### src/rtl/imm_pack_pkg.sv
// Shared immediate-format codes and packer FSM encodings.
// Used by the packer, its range/align checker and the decode-side extender.
// Pure declarations, no logic.
package imm_pack_pkg;

  // imm_src format codes (RV32I immediate layouts)
  localparam logic [2:0] IMM_I = 3'b000;
  localparam logic [2:0] IMM_S = 3'b001;
  localparam logic [2:0] IMM_B = 3'b010;
  localparam logic [2:0] IMM_J = 3'b011;
  localparam logic [2:0] IMM_U = 3'b100;

  // Bit positions inside the 3-bit err vector {src_err, align_err, range_err}
  localparam int ERR_SRC   = 2;
  localparam int ERR_ALIGN = 1;
  localparam int ERR_RANGE = 0;

  // Packer FSM states
  typedef enum logic [1:0] {
    ST_IDLE  = 2'd0,
    ST_CHECK = 2'd1,
    ST_PACK  = 2'd2,
    ST_HOLD  = 2'd3
  } state_t;

endpackage

### src/rtl/imm_check.sv
// Range/alignment checker for an immediate against its target format.
// Latency: purely combinational.
// Backpressure: none; the caller decides when to sample err.
module imm_check
  import imm_pack_pkg::*;
(
  input  logic [31:0] imm,
  input  logic [2:0]  imm_src,
  output logic [2:0]  err
);

  // A field fits a signed immediate when all bits above the top kept bit equal the sign.
  always_comb begin
    err = 3'b000;
    case (imm_src)
      IMM_I, IMM_S: begin
        err[ERR_RANGE] = !((&imm[31:11]) || !(|imm[31:11]));
      end
      IMM_B: begin
        err[ERR_RANGE] = !((&imm[31:12]) || !(|imm[31:12]));
        err[ERR_ALIGN] = imm[0];
      end
      IMM_J: begin
        err[ERR_RANGE] = !((&imm[31:20]) || !(|imm[31:20]));
        err[ERR_ALIGN] = imm[0];
      end
      IMM_U: begin
        err[ERR_RANGE] = |imm[11:0];
      end
      default: begin
        err[ERR_SRC] = 1'b1;
      end
    endcase
  end

endmodule

### src/rtl/imm_pack.sv
// Packs an immediate into the immediate fields of a template instruction.
// Latency: out_valid in the third cycle after the accept cycle (IDLE, CHECK, PACK, HOLD).
// Backpressure: result held in HOLD until out_ready; in_ready only in IDLE.
module imm_pack
  import imm_pack_pkg::*;
(
  input  logic        clk,
  input  logic        rst,
  input  logic        in_valid,
  output logic        in_ready,
  input  logic [31:0] imm,
  input  logic [2:0]  imm_src,
  input  logic [31:0] base,
  output logic        out_valid,
  input  logic        out_ready,
  output logic [31:0] instr,
  output logic [2:0]  err,
  output logic [7:0]  err_cnt
);

  state_t      state;
  state_t      state_nxt;
  logic [31:0] imm_q;
  logic [2:0]  src_q;
  logic [31:0] base_q;
  logic [2:0]  chk_err;
  logic [31:0] packed_instr;

  imm_check u_check (
    .imm     (imm_q),
    .imm_src (src_q),
    .err     (chk_err)
  );

  assign in_ready  = (state == ST_IDLE);
  assign out_valid = (state == ST_HOLD);

  // State register; reset drops any in-flight request.
  always_ff @(posedge clk or posedge rst) begin
    if (rst) state <= ST_IDLE;
    else     state <= state_nxt;
  end

  // Fixed walk through CHECK and PACK, then wait in HOLD for the consumer.
  always_comb begin
    state_nxt = state;
    case (state)
      ST_IDLE:  if (in_valid) state_nxt = ST_CHECK;
      ST_CHECK: state_nxt = ST_PACK;
      ST_PACK:  state_nxt = ST_HOLD;
      ST_HOLD:  if (out_ready) state_nxt = ST_IDLE;
      default:  state_nxt = ST_IDLE;
    endcase
  end

  // Capture the request only on the accept handshake.
  always_ff @(posedge clk or posedge rst) begin
    if (rst) begin
      imm_q  <= 32'd0;
      src_q  <= 3'd0;
      base_q <= 32'd0;
    end else if (state == ST_IDLE && in_valid) begin
      imm_q  <= imm;
      src_q  <= imm_src;
      base_q <= base;
    end
  end

  // Overwrite only the immediate fields; illegal formats leave the template untouched.
  always_comb begin
    packed_instr = base_q;
    case (src_q)
      IMM_I: packed_instr[31:20] = imm_q[11:0];
      IMM_S: begin
        packed_instr[31:25] = imm_q[11:5];
        packed_instr[11:7]  = imm_q[4:0];
      end
      IMM_B: begin
        packed_instr[31]    = imm_q[12];
        packed_instr[30:25] = imm_q[10:5];
        packed_instr[11:8]  = imm_q[4:1];
        packed_instr[7]     = imm_q[11];
      end
      IMM_J: begin
        packed_instr[31]    = imm_q[20];
        packed_instr[30:21] = imm_q[10:1];
        packed_instr[20]    = imm_q[11];
        packed_instr[19:12] = imm_q[19:12];
      end
      IMM_U: packed_instr[31:12] = imm_q[31:12];
      default: packed_instr = base_q;
    endcase
  end

  // err is latched in CHECK and instr in PACK, so both are stable throughout HOLD.
  always_ff @(posedge clk or posedge rst) begin
    if (rst) begin
      err   <= 3'b000;
      instr <= 32'd0;
    end else begin
      if (state == ST_CHECK) err   <= chk_err;
      if (state == ST_PACK)  instr <= packed_instr;
    end
  end

  // Count delivered results carrying any error, saturating at 255.
  always_ff @(posedge clk or posedge rst) begin
    if (rst) begin
      err_cnt <= 8'd0;
    end else if (state == ST_HOLD && out_ready && (|err) && err_cnt != 8'hFF) begin
      err_cnt <= err_cnt + 8'd1;
    end
  end

endmodule

### config.mk
export PLATFORM = sky130hd
export DESIGN_NAME = imm_pack
export DESIGN_NICKNAME = d
export VERILOG_FILES = /design/src/rtl/imm_pack_pkg.sv /design/src/rtl/imm_check.sv /design/src/rtl/imm_pack.sv
export SDC_FILE = /design/constraint.sdc
export NUM_CORES = 1
export LEC_CHECK = 0
export ABC_AREA = 1
export BUFFER_PORTS_ARGS = -buffer_cell sky130_fd_sc_hd__buf_2
export CORE_ASPECT_RATIO = 0.75
export CORE_MARGIN = 5
export CORE_UTILIZATION = 38
export DETAILED_ROUTE_END_ITERATION = 7
export HOLD_SLACK_MARGIN = 0.15
export PLACE_DENSITY = 0.71
export SYNTH_ARGS = -nofsm -noshare
export SYNTH_HDL_FRONTEND = slang
export SYNTH_SLANG_ARGS = --single-unit
export TNS_END_PERCENT = 20
### constraint.sdc
create_clock -name clk -period 5.41 [get_ports clk]
set_input_delay 1.3525 -clock clk [delete_from_list [all_inputs] [get_ports clk]]
set_output_delay 1.3525 -clock clk [all_outputs]
set_load 0.01 [all_outputs]
==> metrics.csv, run 1 <==
stage,metric,value,unit
synthesis,"FFs w/ async S/R, synth",100,%
synthesis,Post-synth EDFFs,0,
sta,setup TNS,0,ns
detailed_routing,"antenna viol nets, final",0,
floorplanning,IO Pins,116,
floorplanning,die width,144,um
sta,Slew Limit Headroom,31.8,%
clock_tree,Post-CTS Setup Inserts,0,
synthesis,largest family of logic cells by synthesized area,simple AND/OR/NAND/NOR gates,
setup_path,CP cell instances,inv_1 -> ha_1 -> buf_2,
pwr,maximum vdd drop,0.383,mV
hold_path,worst min-delay path category,reg2reg,
synthesis,Synth Area in Compound Gates,8.05,%
synthesis,"count leader, synth",nand2_1,
sta,Pins Over Slew Limit,0,
pwr,pwr/cell area,610,nW/um2
detailed_routing,DR vias/cell,4.96,
layout,ratio of cells with drive above 1 in the final layout,30.1,%
floorplanning,Core Box Area,13100,um2
detailed_routing,final wirelength,13000,um
layout,diodes inserted,0,
layout,Fill cells,1269,
global_route,initial antenna violation count,0,
synthesis,Post-Synth XOR/XNOR Area,1.20,%
run_status,status,"complete, no violations",
setup_path,CP Data Arrival Time,1.31,ns
setup_path,Critical Path Sink Type,primary output,
setup_path,Critical Path Start Type,flop,
layout,Layout area overhead,20.2,%
synthesis,largest area contributor in the netlist,dfrtp_1,
synthesis,Synth area leaders,"dfrtp_1 55%, mux2_2 11%, nand2_1 8.3%",
floorplanning,Initial Util,39.0,%
placed_design,Port Buffer Count,115,
setup_path,"Max FO, Critical Path",4,
clock_tree,H-tree depth,3,
synthesis,multiplexer area fraction after synthesis,11.0,%
setup_path,Crit Path Category,reg2out,
setup_path,Critical Path Max Stage Delay,0.41,ns
clock_tree,CTS tree,done,
detailed_routing,drt pass-1 iters,4,
clock_tree,clk buf depth,2,
synthesis,post-synthesis cell type count,31,
placed_design,Post-Place Worst Slack,2.61,ns
clock_tree,Worst-Skew Late Latency,0.35,ns
sta,Tcrit/Tclk final,49.2,%
clock_tree,post-CTS sizing,0,
global_route,grt total ovfl,0,
layout,# nets final,728,
sta,RSZ-0062 raised after global routing,false,
sta,fin worst setup slack,2.75,ns
synthesis,Post-Synth Adder-Cell Area,1.22,%
clock_tree,CTS sink cnt,112,
floorplanning,Die H,110,um
synthesis,ys flop type,dfrtp_1,
sta,Worst Tran Pin Value,1.02,ns
synthesis,register area share after synthesis,54.8,%
sta,maximum clock frequency,376,MHz
setup_path,Register-to-Register Path Depth,8,
clock_tree,root buf cell,clkbuf_16,
global_route,pin count of the biggest net entering global routing,85,
clock_tree,clock slew at reported path FFs,0.07,ns
global_route,number of global-route vias before repair,4251,
clock_tree,TritonCTS Buffers,9,
sta,final hold viol count,0,
detailed_routing,DRC viols,0,
global_route,global-route usage over all layers,16.9,%
floorplanning,Placement Rows,36,
synthesis,"top cells by count, synth","113 x nand2_1, 112 x dfrtp_1, 71 x nor2_1, 50 x a21oi_1, 50 x mux2_2",
synthesis,Synthesized Nets,617,
synthesis,Yosys reg bits,112,
detailed_routing,Routed wire per std cell,15.7,um
setup_path,CP max-delay cell,dfrtp_1,
synthesis,syn avg cell area,9.45,um2
sta,clock skew,0.0104,ns
synthesis,Synth Cell Area,5110,um2
setup_path,Critical Path RT,4.06,ns
sta,crit path time final,2.66,ns
pwr,Lkg Pwr,3.03,nW
detailed_routing,Vias,4108,
detailed_routing,Iteration-0 DRC Markers,224,
synthesis,simple-gate share of the synthesized area,18.2,%
synthesis,Yosys warnings,0,
synthesis,top cell type's share of synthesized area,54.8,%
placed_design,Final Wtd Congestion,0.870,
hold_path,Hold Crit Depth,2,
placed_design,HPWL Detailed,9640,um
job,Max Cap Violations,0,
floorplanning,Die Area,15900,um2
clock_tree,"Hold-fix buffers, CTS",0,
global_route,wire length of the first global-routing pass,21700,um
synthesis,Gate Count Post-Synth,541,
sta,Final setup violation count,0,
==> cell usage in the layout (no fill, tap or decap), types with 3 or more instances in the layout <==
master and count:
nor2_1 71, inv_1 45, o22ai_1 7, nand3_1 18
xnor2_1 3, nand2_1 112, mux2_2 50, nand4_1 8
nor2_4 3, xor2_1 4, ha_1 5, inv_2 5
o21ai_1 5, clkbuf_16 9, inv_6 3, nor3_1 3
dfrtp_1 112, o21ai_0 9, buf_2 115, a21oi_1 50
==> final cells by class <==
class | count | area (um2) | share of cell area (%)
clock inverter | 6 | 73.8 | 1.20
clock buffer | 10 | 229 | 3.73
tap | 171 | 214 | 3.48
multi-input combinational | 360 | 2040 | 33.1
inverter | 52 | 200 | 3.26
timing repair buffer | 117 | 591 | 9.61
sequential | 112 | 2800 | 45.6
==> routing by layer <==
layer	track usage [%]	wire length [um]
met5	0	0
met4	3.89	95
met3	5.23	904
met2	25.3	5840
met1	24.2	6170
==> worst max-delay path, delay by kind of cell, from the launching register on <==
kind       cells  cell delay (ns)
fa+ha+maj      1             0.27
flops          1             0.41
buf+inv        2             0.28
==> where the power goes <==
part / switching, mW / internal [mW] / total, mW
sequential: 0.358 / 1.25 / 1.61
clock: 0.313 / 0.366 / 0.679
combinational: 0.834 / 0.621 / 1.45
==> logic make-up (layout without fill, tap and decap cells) <==
family | after synthesis | count (layout)
AO/OA/AOI/OAI | 77 | 77
XOR/XNOR | 7 | 7
adder cells (fa/ha/maj) | 5 | 5
buffers and inverters | 69 | 185
flip-flops | 112 | 112
multiplexers | 50 | 50
AND/OR/NAND/NOR | 221 | 221
==> flip-flops by register name, indices dropped and copies added (netlist names) <==
name     count
base_q      32
err          3
err_cnt      8
imm_q       32
instr       32
src_q        3
state        2
==> metrics by stage <==
stage | cell area, um2 | hold slack, ns | power, mW | std cells | utilization (%)
final | 6150 | 0.472 | 3.75 | 828 | 46.9
after global routing | 6150 | 0.498 | 4.07 | 828 | 46.9
after CTS | 6150 | 0.477 | 3.79 | 828 | 46.9
after detailed placement | 5840 | 0.459 | 3.10 | 812 | 44.6
after global placement | 5840 | 0.452 | 3.02 | 812 | 44.6
after floorplan | 5110 | 0.440 | 2.58 | 541 | -
==> final timing paths <==
path                       slack, ns      from        end
setup / recovery                2.75  state[1]   in_ready
hold / removal                  0.47  instr[2]   instr[2]
setup reg to reg                3.19  state[0]  instr[25]
hold reg to reg                 0.47  instr[2]   instr[2]
max in group asynchronous       3.18       rst  instr[22]
min in group asynchronous       1.21       rst  base_q[5]
Note: power is estimated with default switching activity, not from simulation.
==> run 2: changes to the inputs <==
PLACE_DENSITY = 0.73   (was 0.71)
clock period = 2.2 ns   (was 5.41 ns; I/O delays follow)
==> run 2 against run 1 <==
Net effect: global-route usage shrank 0.11 points; clock skew down 0.0030 ns; worst hold slack worse by 0.17 ns; critical endpoint unchanged; final cell count up 0.72%; final area rose by 1.1%; register-to-register slack worse by 2.7 ns; critical path depth stayed put; die area stayed put; clock power is 140% higher; flip-flop and latch count is the same.
==> metrics.csv, run 2 (same netlist as run 1, synthesis figures left out) <==
stage,metric,value,unit,change
setup_path,Critical Path RT,1.65,ns,was 4.06 ns
setup_path,CP Data Arrival Time,1.28,ns,was 1.31 ns
setup_path,Top delay family on crit path,flip-flops,,unchanged
setup_path,crit path buf inv count,2,,unchanged
sta,clock skew,0.00746,ns,was 0.0104 ns
setup_path,Critical Path Start Type,flop,,unchanged
hold_path,worst min-delay path category,in2async,,was reg2reg
floorplanning,Initial Util,39.0,%,unchanged
clock_tree,CTS tree,done,,unchanged
setup_path,Crit Path Category,reg2out,,unchanged
clock_tree,Worst-Skew Late Latency,0.36,ns,was 0.35 ns
floorplanning,Placement Rows,36,,unchanged
setup_path,Register-to-Register Path Depth,5,,was 8
placed_design,Final Wtd Congestion,0.921,,was 0.870
pwr,NetSw,3.69,mW,was 1.50 mW
clock_tree,Post-CTS Setup Inserts,0,,unchanged
global_route,number of global-route vias before repair,4092,,"was 4,251"
pwr,maximum vdd drop,0.762,mV,was 0.383 mV
detailed_routing,Vias,4133,,"was 4,108"
setup_path,Critical Path Max Stage Delay,0.40,ns,was 0.41 ns
clock_tree,clock slew at reported path FFs,0.07,ns,about the same
job,Max Cap Violations,0,,unchanged
layout,# nets final,733,,was 728
floorplanning,Die Area,15900,um2,unchanged
sta,Slew Limit Headroom,60.1,%,was 31.8%
placed_design,placed insts,817,,was 812
setup_path,CP max-delay cell,dfrtp_1,,unchanged
pwr,Sw Share,40.1,%,was 40.2%
pwr,clock share of power,17.4,%,was 18.1%
clock_tree,root buf cell,clkbuf_16,,unchanged
sta,crit path time final,1.83,ns,
detailed_routing,Routed wire per std cell,15.4,um,was 15.7 um
clock_tree,TritonCTS Buffers,9,,unchanged
pwr,Pint,5.50,mW,was 2.24 mW
clock_tree,post-CTS sizing,0,,unchanged
sta,hold_ws,0.305,ns,was 0.472 ns
layout,Layout area overhead,21.4,%,was 20.2%
detailed_routing,Iteration-0 DRC Markers,271,,was 224
run_status,status,"complete, no violations",,unchanged
clock_tree,CTS sink cnt,112,,unchanged
floorplanning,Die H,110,um,unchanged
setup_path,Critical Path Sink Type,primary output,,unchanged
sta,RSZ-0062 raised after global routing,false,,unchanged
layout,final core occ,47.4,%,was 46.9%
pwr,combinational power share,39.5,%,was 38.8%
detailed_routing,drt pass-1 iters,5,,was 4
sta,Worst Tran Pin Value,0.598,ns,was 1.02 ns
placed_design,Port Buffer Count,115,,unchanged
floorplanning,IO Pins,116,,unchanged
detailed_routing,final wirelength,12900,um,"was 13,000 um"
detailed_routing,DRC viols,0,,unchanged
pwr,sequential share of power,43.1,%,was 43.0%
clock_tree,"Hold-fix buffers, CTS",0,,unchanged
clock_tree,H-tree depth,3,,unchanged
layout,"commonest non-fill, non-tap cell in the layout",buf_2,,unchanged
clock_tree,clk buf depth,2,,unchanged
layout,Post-Layout Cell Count,834,,was 828
layout,most frequent cells in the layout,"115 x buf_2, 112 x nand2_1, 112 x dfrtp_1",,unchanged
global_route,pin count of the biggest net entering global routing,86,,was 85
layout,ratio of cells with drive above 1 in the final layout,30.8,%,was 30.1%
sta,setup TNS,0,ns,unchanged
setup_path,CP cell instances,inv_1 -> ha_1 -> buf_2,,unchanged
setup_path,"Max FO, Critical Path",4,,unchanged
detailed_routing,"antenna viol nets, final",0,,unchanged
global_route,initial antenna violation count,3,,was 0
sta,Tcrit/Tclk final,83.3,%,
floorplanning,die width,144,um,unchanged
sta,final hold viol count,0,,unchanged
placed_design,HPWL Detailed,9570,um,was 9640 um
sta,Final setup violation count,0,,unchanged
sta,maximum clock frequency,546,MHz,
setup_path,critical path depth,3,,unchanged
floorplanning,Core Box Area,13100,um2,unchanged
pwr,Lkg Pwr,3.07,nW,was 3.03 nW
detailed_routing,DR vias/cell,4.96,,about the same
pwr,pwr/cell area,1480,nW/um2,was 610 nW/um2
global_route,grt total ovfl,0,,unchanged
layout,Regs by FF count,"base_q (32), imm_q (32), instr (32)",,unchanged
global_route,global-route usage over all layers,16.8,%,was 16.9%
global_route,wire length of the first global-routing pass,21300,um,"was 21,700 um"
sta,Pins Over Slew Limit,0,,unchanged
[run 2: worst paths after layout]
kind	from	endpoint	slack, ns
worst max-delay path	state[0]	in_ready	0.37
worst min-delay path	rst	instr[0]	0.31
worst max register to register	state[0]	base_q[14]	0.51
worst min register to register	instr[0]	instr[0]	0.47
max in group asynchronous	rst	err_cnt[6]	1.53
min in group clk	base[8]	base_q[8]	0.42
[run 2: metal layers]
metal | track usage, % | up-vias | part of all wire (%)
li1 | - | 1994 | -
met1 | 24.6 | 1985 | 48
met2 | 24.2 | 132 | 43
met3 | 6.31 | 16 | 8.0
met4 | 2.82 | 6 | 0.78
met5 | 0 | - | 0.29
[run 2: power groups by stage]
stage | registers, mW | logic (mW) | clock network [mW]
2_1_floorplan | 3.89 | 2.46 | 0
3_3_place_gp | 3.95 | 3.57 | 0
3_5_place_dp | 3.97 | 3.69 | 0
4_1_cts | 3.94 | 3.70 | 1.64
5_1_grt | 4.10 | 4.13 | 1.73
6_report | 3.96 | 3.63 | 1.60
[run 2: metrics by stage]
stage	cell area (um2)	setup WS (ns)	power, mW
after detailed placement	5920	0.510	7.66
after global routing	6210	0.260	9.96
after floorplan	5120	0.293	6.34
after CTS	6210	0.350	9.28
after global placement	5920	0.550	7.52
final	6210	0.367	9.19
[run 2: worst register-to-register path: stages (launching register included)]
cell	delay [ns]
dfrtp_1	0.38
inv_1	0.09
ha_1	0.26
nand2_4	0.24
buf_12	0.26
mux2_2	0.36
[run 2: layout make-up]
type	instances	area [um2]
multi-input cells	360	2040
inverters	52	201
clock inverters	5	36.3
clock buffers	11	253
well taps	171	214
fillers	1272	6900
flip-flops and latches	112	2800
diodes	1	2.50
repair buffers	122	666
